### config.mk
export PLATFORM = sky130hd
export DESIGN_NAME = load_store_unit_flat
export DESIGN_NICKNAME = d
export VERILOG_FILES = /design/src/rtl/load_store_unit_if.sv /design/src/rtl/load_store_unit.sv /design/src/flat_wrapper.sv
export SDC_FILE = /design/constraint.sdc
export NUM_CORES = 1
export LEC_CHECK = 0
export ABC_AREA = 1
export BUFFER_PORTS_ARGS = -buffer_cell sky130_fd_sc_hd__buf_4
export CAP_MARGIN = 20
export CORE_MARGIN = 5
export CORE_UTILIZATION = 25
export CTS_CLUSTER_DIAMETER = 200
export DETAILED_ROUTE_END_ITERATION = 8
export GPL_TIMING_DRIVEN = 0
export PLACE_DENSITY = 0.55
export SLEW_MARGIN = 40
export SYNTH_ARGS = -nofsm -noshare
export SYNTH_HDL_FRONTEND = slang
export SYNTH_SLANG_ARGS = --single-unit
### constraint.sdc
create_clock -name clk -period 1.9 [get_ports clk]
set_input_delay 0.095 -clock clk [delete_from_list [all_inputs] [get_ports clk]]
set_output_delay 0.095 -clock clk [all_outputs]
set_load 0.02 [all_outputs]
### src/rtl/load_store_unit_if.sv
// Core-side request/response and data-memory bus of the load/store unit.
// The LSU connects through the slave modport; the core/memory environment
// connects through the master modport.
interface load_store_unit_if #(
  parameter int ADDRESS_WIDTH = 32,
  parameter int DATA_WIDTH    = 32
);
  // Core request channel
  logic                     req_valid;
  logic                     req_ready;
  logic                     req_we;
  logic [2:0]               req_funct3;
  logic [ADDRESS_WIDTH-1:0] req_addr;
  logic [DATA_WIDTH-1:0]    req_wdata;

  // Core response channel
  logic                     rsp_valid;
  logic                     rsp_err;
  logic [DATA_WIDTH-1:0]    rsp_rdata;

  // Word-addressed data memory port
  logic                     mem_we;
  logic [ADDRESS_WIDTH-3:0] mem_address;
  logic [DATA_WIDTH-1:0]    mem_writeData;
  logic [DATA_WIDTH-1:0]    mem_readData;

  modport master (
    output req_valid, req_we, req_funct3, req_addr, req_wdata, mem_readData,
    input  req_ready, rsp_valid, rsp_err, rsp_rdata,
           mem_we, mem_address, mem_writeData
  );

  modport slave (
    input  req_valid, req_we, req_funct3, req_addr, req_wdata, mem_readData,
    output req_ready, rsp_valid, rsp_err, rsp_rdata,
           mem_we, mem_address, mem_writeData
  );
endinterface

### src/rtl/load_store_unit.sv
// Load/store unit: turns RISC-V byte/half/word loads and stores into whole-word
// accesses on a memory with one-cycle synchronous read. Sub-word stores use a
// read-modify-write; loads extract and sign/zero-extend the addressed lane.
module load_store_unit #(
  parameter int ADDRESS_WIDTH = 32,
  parameter int DATA_WIDTH    = 32
) (
  input logic             clk,
  input logic             rst_n,
  load_store_unit_if.slave bus
);

  typedef enum logic [2:0] {
    IDLE,
    RD,
    LD_EXT,
    WR,
    RMW_WR
  } state_e;

  localparam logic [2:0] F3_B  = 3'b000;
  localparam logic [2:0] F3_H  = 3'b001;
  localparam logic [2:0] F3_W  = 3'b010;
  localparam logic [2:0] F3_BU = 3'b100;
  localparam logic [2:0] F3_HU = 3'b101;

  state_e state_q, state_d;

  // Request latched at accept; req_* is ignored afterwards
  logic                     we_q;
  logic [2:0]               funct3_q;
  logic [1:0]               off_q;
  logic [DATA_WIDTH-1:0]    wdata_q;
  logic [ADDRESS_WIDTH-3:0] mem_addr_q;

  logic                     rsp_valid_q, rsp_valid_d;
  logic                     rsp_err_q, rsp_err_d;
  logic [DATA_WIDTH-1:0]    rsp_rdata_q, rsp_rdata_d;

  logic                     accept;
  logic                     req_illegal;

  // Select the addressed byte/half of a word and extend it; funct3[2] selects zero-extension
  function automatic logic [DATA_WIDTH-1:0] extract(input logic [DATA_WIDTH-1:0] word,
                                                    input logic [2:0] f3,
                                                    input logic [1:0] off);
    logic [7:0]  b;
    logic [15:0] h;
    case (off)
      2'd0:    b = word[7:0];
      2'd1:    b = word[15:8];
      2'd2:    b = word[23:16];
      default: b = word[31:24];
    endcase
    h = off[1] ? word[31:16] : word[15:0];
    case (f3[1:0])
      2'b00:   extract = {{(DATA_WIDTH-8){b[7] & ~f3[2]}}, b};
      2'b01:   extract = {{(DATA_WIDTH-16){h[15] & ~f3[2]}}, h};
      default: extract = word;
    endcase
  endfunction

  // Replace the addressed byte/half of the old word with the store data
  function automatic logic [DATA_WIDTH-1:0] merge(input logic [DATA_WIDTH-1:0] word,
                                                  input logic [2:0] f3,
                                                  input logic [1:0] off,
                                                  input logic [DATA_WIDTH-1:0] wdata);
    merge = word;
    if (f3[0]) begin
      if (off[1]) merge[31:16] = wdata[15:0];
      else        merge[15:0]  = wdata[15:0];
    end else begin
      case (off)
        2'd0:    merge[7:0]   = wdata[7:0];
        2'd1:    merge[15:8]  = wdata[7:0];
        2'd2:    merge[23:16] = wdata[7:0];
        default: merge[31:24] = wdata[7:0];
      endcase
    end
  endfunction

  // Illegal funct3, misalignment, or an unsigned-width store is rejected at accept
  always_comb begin
    // NOTE: every variable written here gets a default first so no path infers a latch.
    req_illegal = 1'b1;
    case (bus.req_funct3)
      F3_B, F3_BU: req_illegal = bus.req_we & bus.req_funct3[2];
      F3_H, F3_HU: req_illegal = bus.req_addr[0] | (bus.req_we & bus.req_funct3[2]);
      F3_W:        req_illegal = (bus.req_addr[1:0] != 2'b00);
      default:     req_illegal = 1'b1;
    endcase
  end

  // State register
  always_ff @(posedge clk or negedge rst_n) begin
    // NOTE: sequential state uses non-blocking assignments so all registers update together.
    if (!rst_n) state_q <= IDLE;
    else        state_q <= state_d;
  end

  // Next state and response values
  always_comb begin
    state_d     = state_q;
    accept      = 1'b0;
    rsp_valid_d = 1'b0;
    rsp_err_d   = rsp_err_q;
    rsp_rdata_d = rsp_rdata_q;
    case (state_q)
      IDLE: begin
        if (bus.req_valid) begin
          accept = 1'b1;
          if (req_illegal) begin
            rsp_valid_d = 1'b1;
            rsp_err_d   = 1'b1;
            rsp_rdata_d = '0;
          end else if (bus.req_we && (bus.req_funct3 == F3_W)) begin
            state_d = WR;
          end else begin
            state_d = RD;
          end
        end
      end
      RD:     state_d = we_q ? RMW_WR : LD_EXT;
      LD_EXT: begin
        state_d     = IDLE;
        rsp_valid_d = 1'b1;
        rsp_err_d   = 1'b0;
        rsp_rdata_d = extract(bus.mem_readData, funct3_q, off_q);
      end
      WR, RMW_WR: begin
        state_d     = IDLE;
        rsp_valid_d = 1'b1;
        rsp_err_d   = 1'b0;
        rsp_rdata_d = '0;
      end
      default: state_d = IDLE;
    endcase
  end

  // Request latch and response registers
  always_ff @(posedge clk or negedge rst_n) begin
    if (!rst_n) begin
      we_q        <= 1'b0;
      funct3_q    <= 3'b000;
      off_q       <= 2'b00;
      wdata_q     <= '0;
      mem_addr_q  <= '0;
      rsp_valid_q <= 1'b0;
      rsp_err_q   <= 1'b0;
      rsp_rdata_q <= '0;
    end else begin
      if (accept) begin
        we_q     <= bus.req_we;
        funct3_q <= bus.req_funct3;
        off_q    <= bus.req_addr[1:0];
        wdata_q  <= bus.req_wdata;
        // Rejected requests never touch memory, so the word address keeps its last value
        if (!req_illegal) mem_addr_q <= bus.req_addr[ADDRESS_WIDTH-1:2];
      end
      rsp_valid_q <= rsp_valid_d;
      rsp_err_q   <= rsp_err_d;
      rsp_rdata_q <= rsp_rdata_d;
    end
  end

  // Memory write port is driven purely from state and the latched request
  always_comb begin
    bus.mem_we        = 1'b0;
    bus.mem_writeData = '0;
    case (state_q)
      WR: begin
        bus.mem_we        = 1'b1;
        bus.mem_writeData = wdata_q;
      end
      RMW_WR: begin
        bus.mem_we        = 1'b1;
        bus.mem_writeData = merge(bus.mem_readData, funct3_q, off_q, wdata_q);
      end
      default: ;
    endcase
  end

  assign bus.req_ready   = (state_q == IDLE);
  assign bus.mem_address = mem_addr_q;
  assign bus.rsp_valid   = rsp_valid_q;
  assign bus.rsp_err     = rsp_err_q;
  assign bus.rsp_rdata   = rsp_rdata_q;

endmodule

### src/flat_wrapper.sv
// flat-port wrapper written by rule: the top's interface ports become plain ports
module load_store_unit_flat 
#(
  parameter int ADDRESS_WIDTH = 32,
  parameter int DATA_WIDTH    = 32
)
  (clk, rst_n, bus_req_valid, bus_req_we, bus_req_funct3, bus_req_addr, bus_req_wdata, bus_mem_readData, bus_req_ready, bus_rsp_valid, bus_rsp_err, bus_rsp_rdata, bus_mem_we, bus_mem_address, bus_mem_writeData);
  load_store_unit_if #(.ADDRESS_WIDTH(ADDRESS_WIDTH), .DATA_WIDTH(DATA_WIDTH)) bus_i ();
  input logic clk;
  input logic rst_n;
  input wire logic [$bits(bus_i.req_valid)-1:0] bus_req_valid;
  input wire logic [$bits(bus_i.req_we)-1:0] bus_req_we;
  input wire logic [$bits(bus_i.req_funct3)-1:0] bus_req_funct3;
  input wire logic [$bits(bus_i.req_addr)-1:0] bus_req_addr;
  input wire logic [$bits(bus_i.req_wdata)-1:0] bus_req_wdata;
  input wire logic [$bits(bus_i.mem_readData)-1:0] bus_mem_readData;
  output wire logic [$bits(bus_i.req_ready)-1:0] bus_req_ready;
  output wire logic [$bits(bus_i.rsp_valid)-1:0] bus_rsp_valid;
  output wire logic [$bits(bus_i.rsp_err)-1:0] bus_rsp_err;
  output wire logic [$bits(bus_i.rsp_rdata)-1:0] bus_rsp_rdata;
  output wire logic [$bits(bus_i.mem_we)-1:0] bus_mem_we;
  output wire logic [$bits(bus_i.mem_address)-1:0] bus_mem_address;
  output wire logic [$bits(bus_i.mem_writeData)-1:0] bus_mem_writeData;
  assign bus_i.req_valid = bus_req_valid;
  assign bus_i.req_we = bus_req_we;
  assign bus_i.req_funct3 = bus_req_funct3;
  assign bus_i.req_addr = bus_req_addr;
  assign bus_i.req_wdata = bus_req_wdata;
  assign bus_i.mem_readData = bus_mem_readData;
  assign bus_req_ready = bus_i.req_ready;
  assign bus_rsp_valid = bus_i.rsp_valid;
  assign bus_rsp_err = bus_i.rsp_err;
  assign bus_rsp_rdata = bus_i.rsp_rdata;
  assign bus_mem_we = bus_i.mem_we;
  assign bus_mem_address = bus_i.mem_address;
  assign bus_mem_writeData = bus_i.mem_writeData;
  load_store_unit #(.ADDRESS_WIDTH(ADDRESS_WIDTH), .DATA_WIDTH(DATA_WIDTH)) u_core (.clk(clk), .rst_n(rst_n), .bus(bus_i));
endmodule
==> metrics.yaml <==
outcome:
  status: "finished, final reports clean"
timing:
  period_needed_ns: 1.854
  finClkSkew_ns: 0.01353
  slew_viol_final: 0
  timing.final.crit_share_pct: 97.57
  setup_tns_ns: 0
  hold_viol_final: 0
  tightest_slew_ns: 0.4948
  max-slew-margin-rel_pct: 67.01
  finalSetupViolCount: 0
  fmax_mhz: 539.4
  rsz0062_at_grt: "yes"
synth:
  yosys.area.top_type: "dfrtp_1"
  synth_area_leaders: "dfrtp_1, nand2_1, o21ai_0"
  syn_inst: 817
  ys_seq_area_share_pct: 44.99
  syn_nets: 920
  syn_area_um2: 5841
  ys_warn_count: 0
  synth_top_area_share_pct: 44.99
  post_synth.cell_area_avg_um2: 7.149
  synth-seq-cells: 105
  yosys.cell_types.count: 24
layout:
  antennaDiodeCount: 0
  multi_input_area_um2: 3107
  fillers: 2462
  regArea_um2: 2628
  nets: 1206
  layout-area-overhead-vs-synth_pct: 61.44
  final_cells: 1426
  final_layout_size_suffix_gt1_share_pct: 32.97
pwr:
  p_leak_nw: 4.708
  comb_power_share_pct: 39.4
  p_seq_share_pct: 36.6
  switchingPower_mw: 3.039
  ir_worst_vdd_v: 0.0004893
  power.share.clock_pct: 24.0
  internal-power_mw: 4.760
  power_density_nw_per_um2: 827.2
  power.share.switching_pct: 38.97
  p_total_mw: 7.800
floorplanning:
  dieHeight_um: 162.8
  die-area_um2: 26520
  die_w_um: 162.8
  fp-row-count: 56
  core_um2: 23260
  start_util_pct: 25.11
  ioPinCount: 201
critical_path:
  ff2ff_path_depth: 8
  slowest_delay_ns: 0.38
  crit_arrival_ns: 1.76
  crit_chain: "buf_6 -> buf_8 -> buf_8 -> a21oi_1 -> o21ai_0 -> nand3_1 -> o21ai_1 -> buf_4"
  cp_slowest_cell: "dfrtp_1"
  cp_num_buf_inv: 4
  endpoint_kind: "primary output"
  crit_family: "buffers and inverters"
  cpMostUsedCell: "buf_8"
  crit_fanout: 10
  cp-start-kind: "flip-flop"
  worst-setup-path-type: "reg2out"
  crit_cells: 8
  critical_path_required_ns: 1.80
min_path:
  hold_depth: 3
  hp-class: "in2reg"
grt:
  overflow: 0
  grt_pass1_vias: 6783
  grt_usage_pct: 18.49
  grt_pass1_wl_um: 38360
  antenna_found_initial: 0
  grt_max_degree: 58
detailed_routing:
  dr.pass1.iters: 5
  drtIter0Drc: 490
  routed_via_density: 4.713
  drc: 0
  wl_per_cell_um: 17.30
  wirelength_um: 24670
  ant_nets: 0
  num_vias: 6721
clock_tree:
  htree_levels: 3
  clock_sinks: 105
  cts-root-buf: "clkbuf_16"
  cts_tree: "done"
  clkTransAtPathRegs_ns: 0.08
  numCtsBuffers: 9
  clock_path_buffers: 2
  clock_latency_ns: 0.36
placement:
  dpl.cell_count: 1337
  dp_hpwl_um: 18900
  io_buffer_count: 200
  gp_congestion: 0.9467
flow_run:
  drv_cap: 0
final timing paths:
kind                                               to                        from  slack [ns]
max                             bus_mem_writeData[19]             u_core.off_q[1]        0.05
min                                   u_core.off_q[0]             bus_req_addr[0]        0.02
max reg2reg                  u_core.bus.rsp_rdata[18]           u_core.state_q[2]        0.19
min reg2reg                u_core.bus.mem_address[13]  u_core.bus.mem_address[13]        0.48
max in group asynchronous   u_core.bus.mem_address[6]                       rst_n        1.06
min in group asynchronous          u_core.wdata_q[12]                       rst_n        0.23
routing by layer:
metal  GRT usage, %  vias up  routed length [µm]
met5              0        -                   0
met4          5.566        0                 686
met3          5.442       46                2085
met2          29.38      268               11180
met1          24.43     3163               10720
li1               -     3244                   -
power groups by stage:
| stage | logic (mW) | clock network [mW] | registers [mW] |
|---|---|---|---|
| 2_1_floorplan | 1.20 | 0 | 3.13 |
| 3_3_place_gp | 2.60 | 0 | 2.86 |
| 3_5_place_dp | 2.62 | 0 | 2.86 |
| 4_1_cts | 2.90 | 1.95 | 2.83 |
| 5_1_grt | 3.35 | 2.02 | 2.90 |
| 6_report | 3.07 | 1.87 | 2.85 |
metrics by stage:
step | hold WS [ns] | util (%) | instance area, µm² | worst slack [ns]
CTS | 0.008922 | 39.08 | 9091 | -0.03132
global route | 0.02253 | 40.53 | 9429 | -0.02313
detailed placement | 0.02740 | 33.43 | 7776 | 0.01311
finish | 0.01659 | 40.53 | 9429 | 0.04624
floorplan | -0.2006 | - | 5841 | 0.4182
global placement | 0.2957 | 33.28 | 7741 | -0.002433
synthesized netlist by cell type:
cell type / instances
buf_6: 2
o21ai_0: 111
nand2_2: 3
clkbuf_1: 17
nand2_4: 3
inv_1: 62
nand2_1: 262
buf_1: 3
nor2_2: 4
buf_2: 23
o211ai_1: 18
nand3_1: 69
a21oi_1: 53
nor2_1: 45
dfrtp_1: 105
or2_2: 5
nor2_4: 2
o21ai_1: 3
nand4_1: 5
clkbuf_2: 1
o22ai_1: 8
buf_4: 5
inv_2: 7
nand3_4: 1
state kept, by name, indices dropped and copies added, names as in the netlist:
name                    count
u_core.bus.mem_address     30
u_core.bus.rsp_err          1
u_core.bus.rsp_rdata       32
u_core.bus.rsp_valid        1
u_core.funct3_q             3
u_core.off_q                2
u_core.state_q              3
u_core.wdata_q             32
u_core.we_q                 1
timing repair:
action / CTS / global route
hold buffers: 66 / 0
pin swaps: 15 / 18
buffers inserted: 6 / 3
hold endpoints to repair: 113 / 0
endpoints found under the setup margin: 33 / 33
resized for setup: 95 / 117
gates cloned: 1 / 1
worst reg2reg max path, cell delays in order (launching register included):
cell and delay [ns]:
dfrtp_1 0.43, inv_2 0.12, nor2_4 0.05, buf_12 0.14
buf_4 0.13, nor2_2 0.30, buf_2 0.31, nand3_1 0.10
nand2_1 0.08
cell usage in the layout (no fill, tap or decap), drive strengths merged:
master and count:
nand2 268, nand3 70, clkinvlp 1, or2 5, o22ai 8, o211ai 18
dlygate4sd3 66, inv 71, o21ai 114, clkinv 2, dfrtp 105, a21oi 53
buf 245, nor2 51, nand4 5, clkbuf 25
cell families after synthesis:
group | synth area share (%)
AND/OR/NAND/NOR | 28.73
AO/OA/AOI/OAI | 17.48
buffers and inverters | 8.805
flip-flops | 44.99
final cells by class:
cell class | count | area share (%)
Sequential cell | 105 | 27.87
Timing Repair Buffer | 278 | 25.31
Buffer | 48 | 3.729
Tap cell | 319 | 4.233
Inverter | 69 | 2.853
Multi-Input combinational cell | 592 | 32.95
Clock inverter | 5 | 0.5308
Clock buffer | 10 | 2.534
No activity file was read; power rests on OpenSTA's default activity.
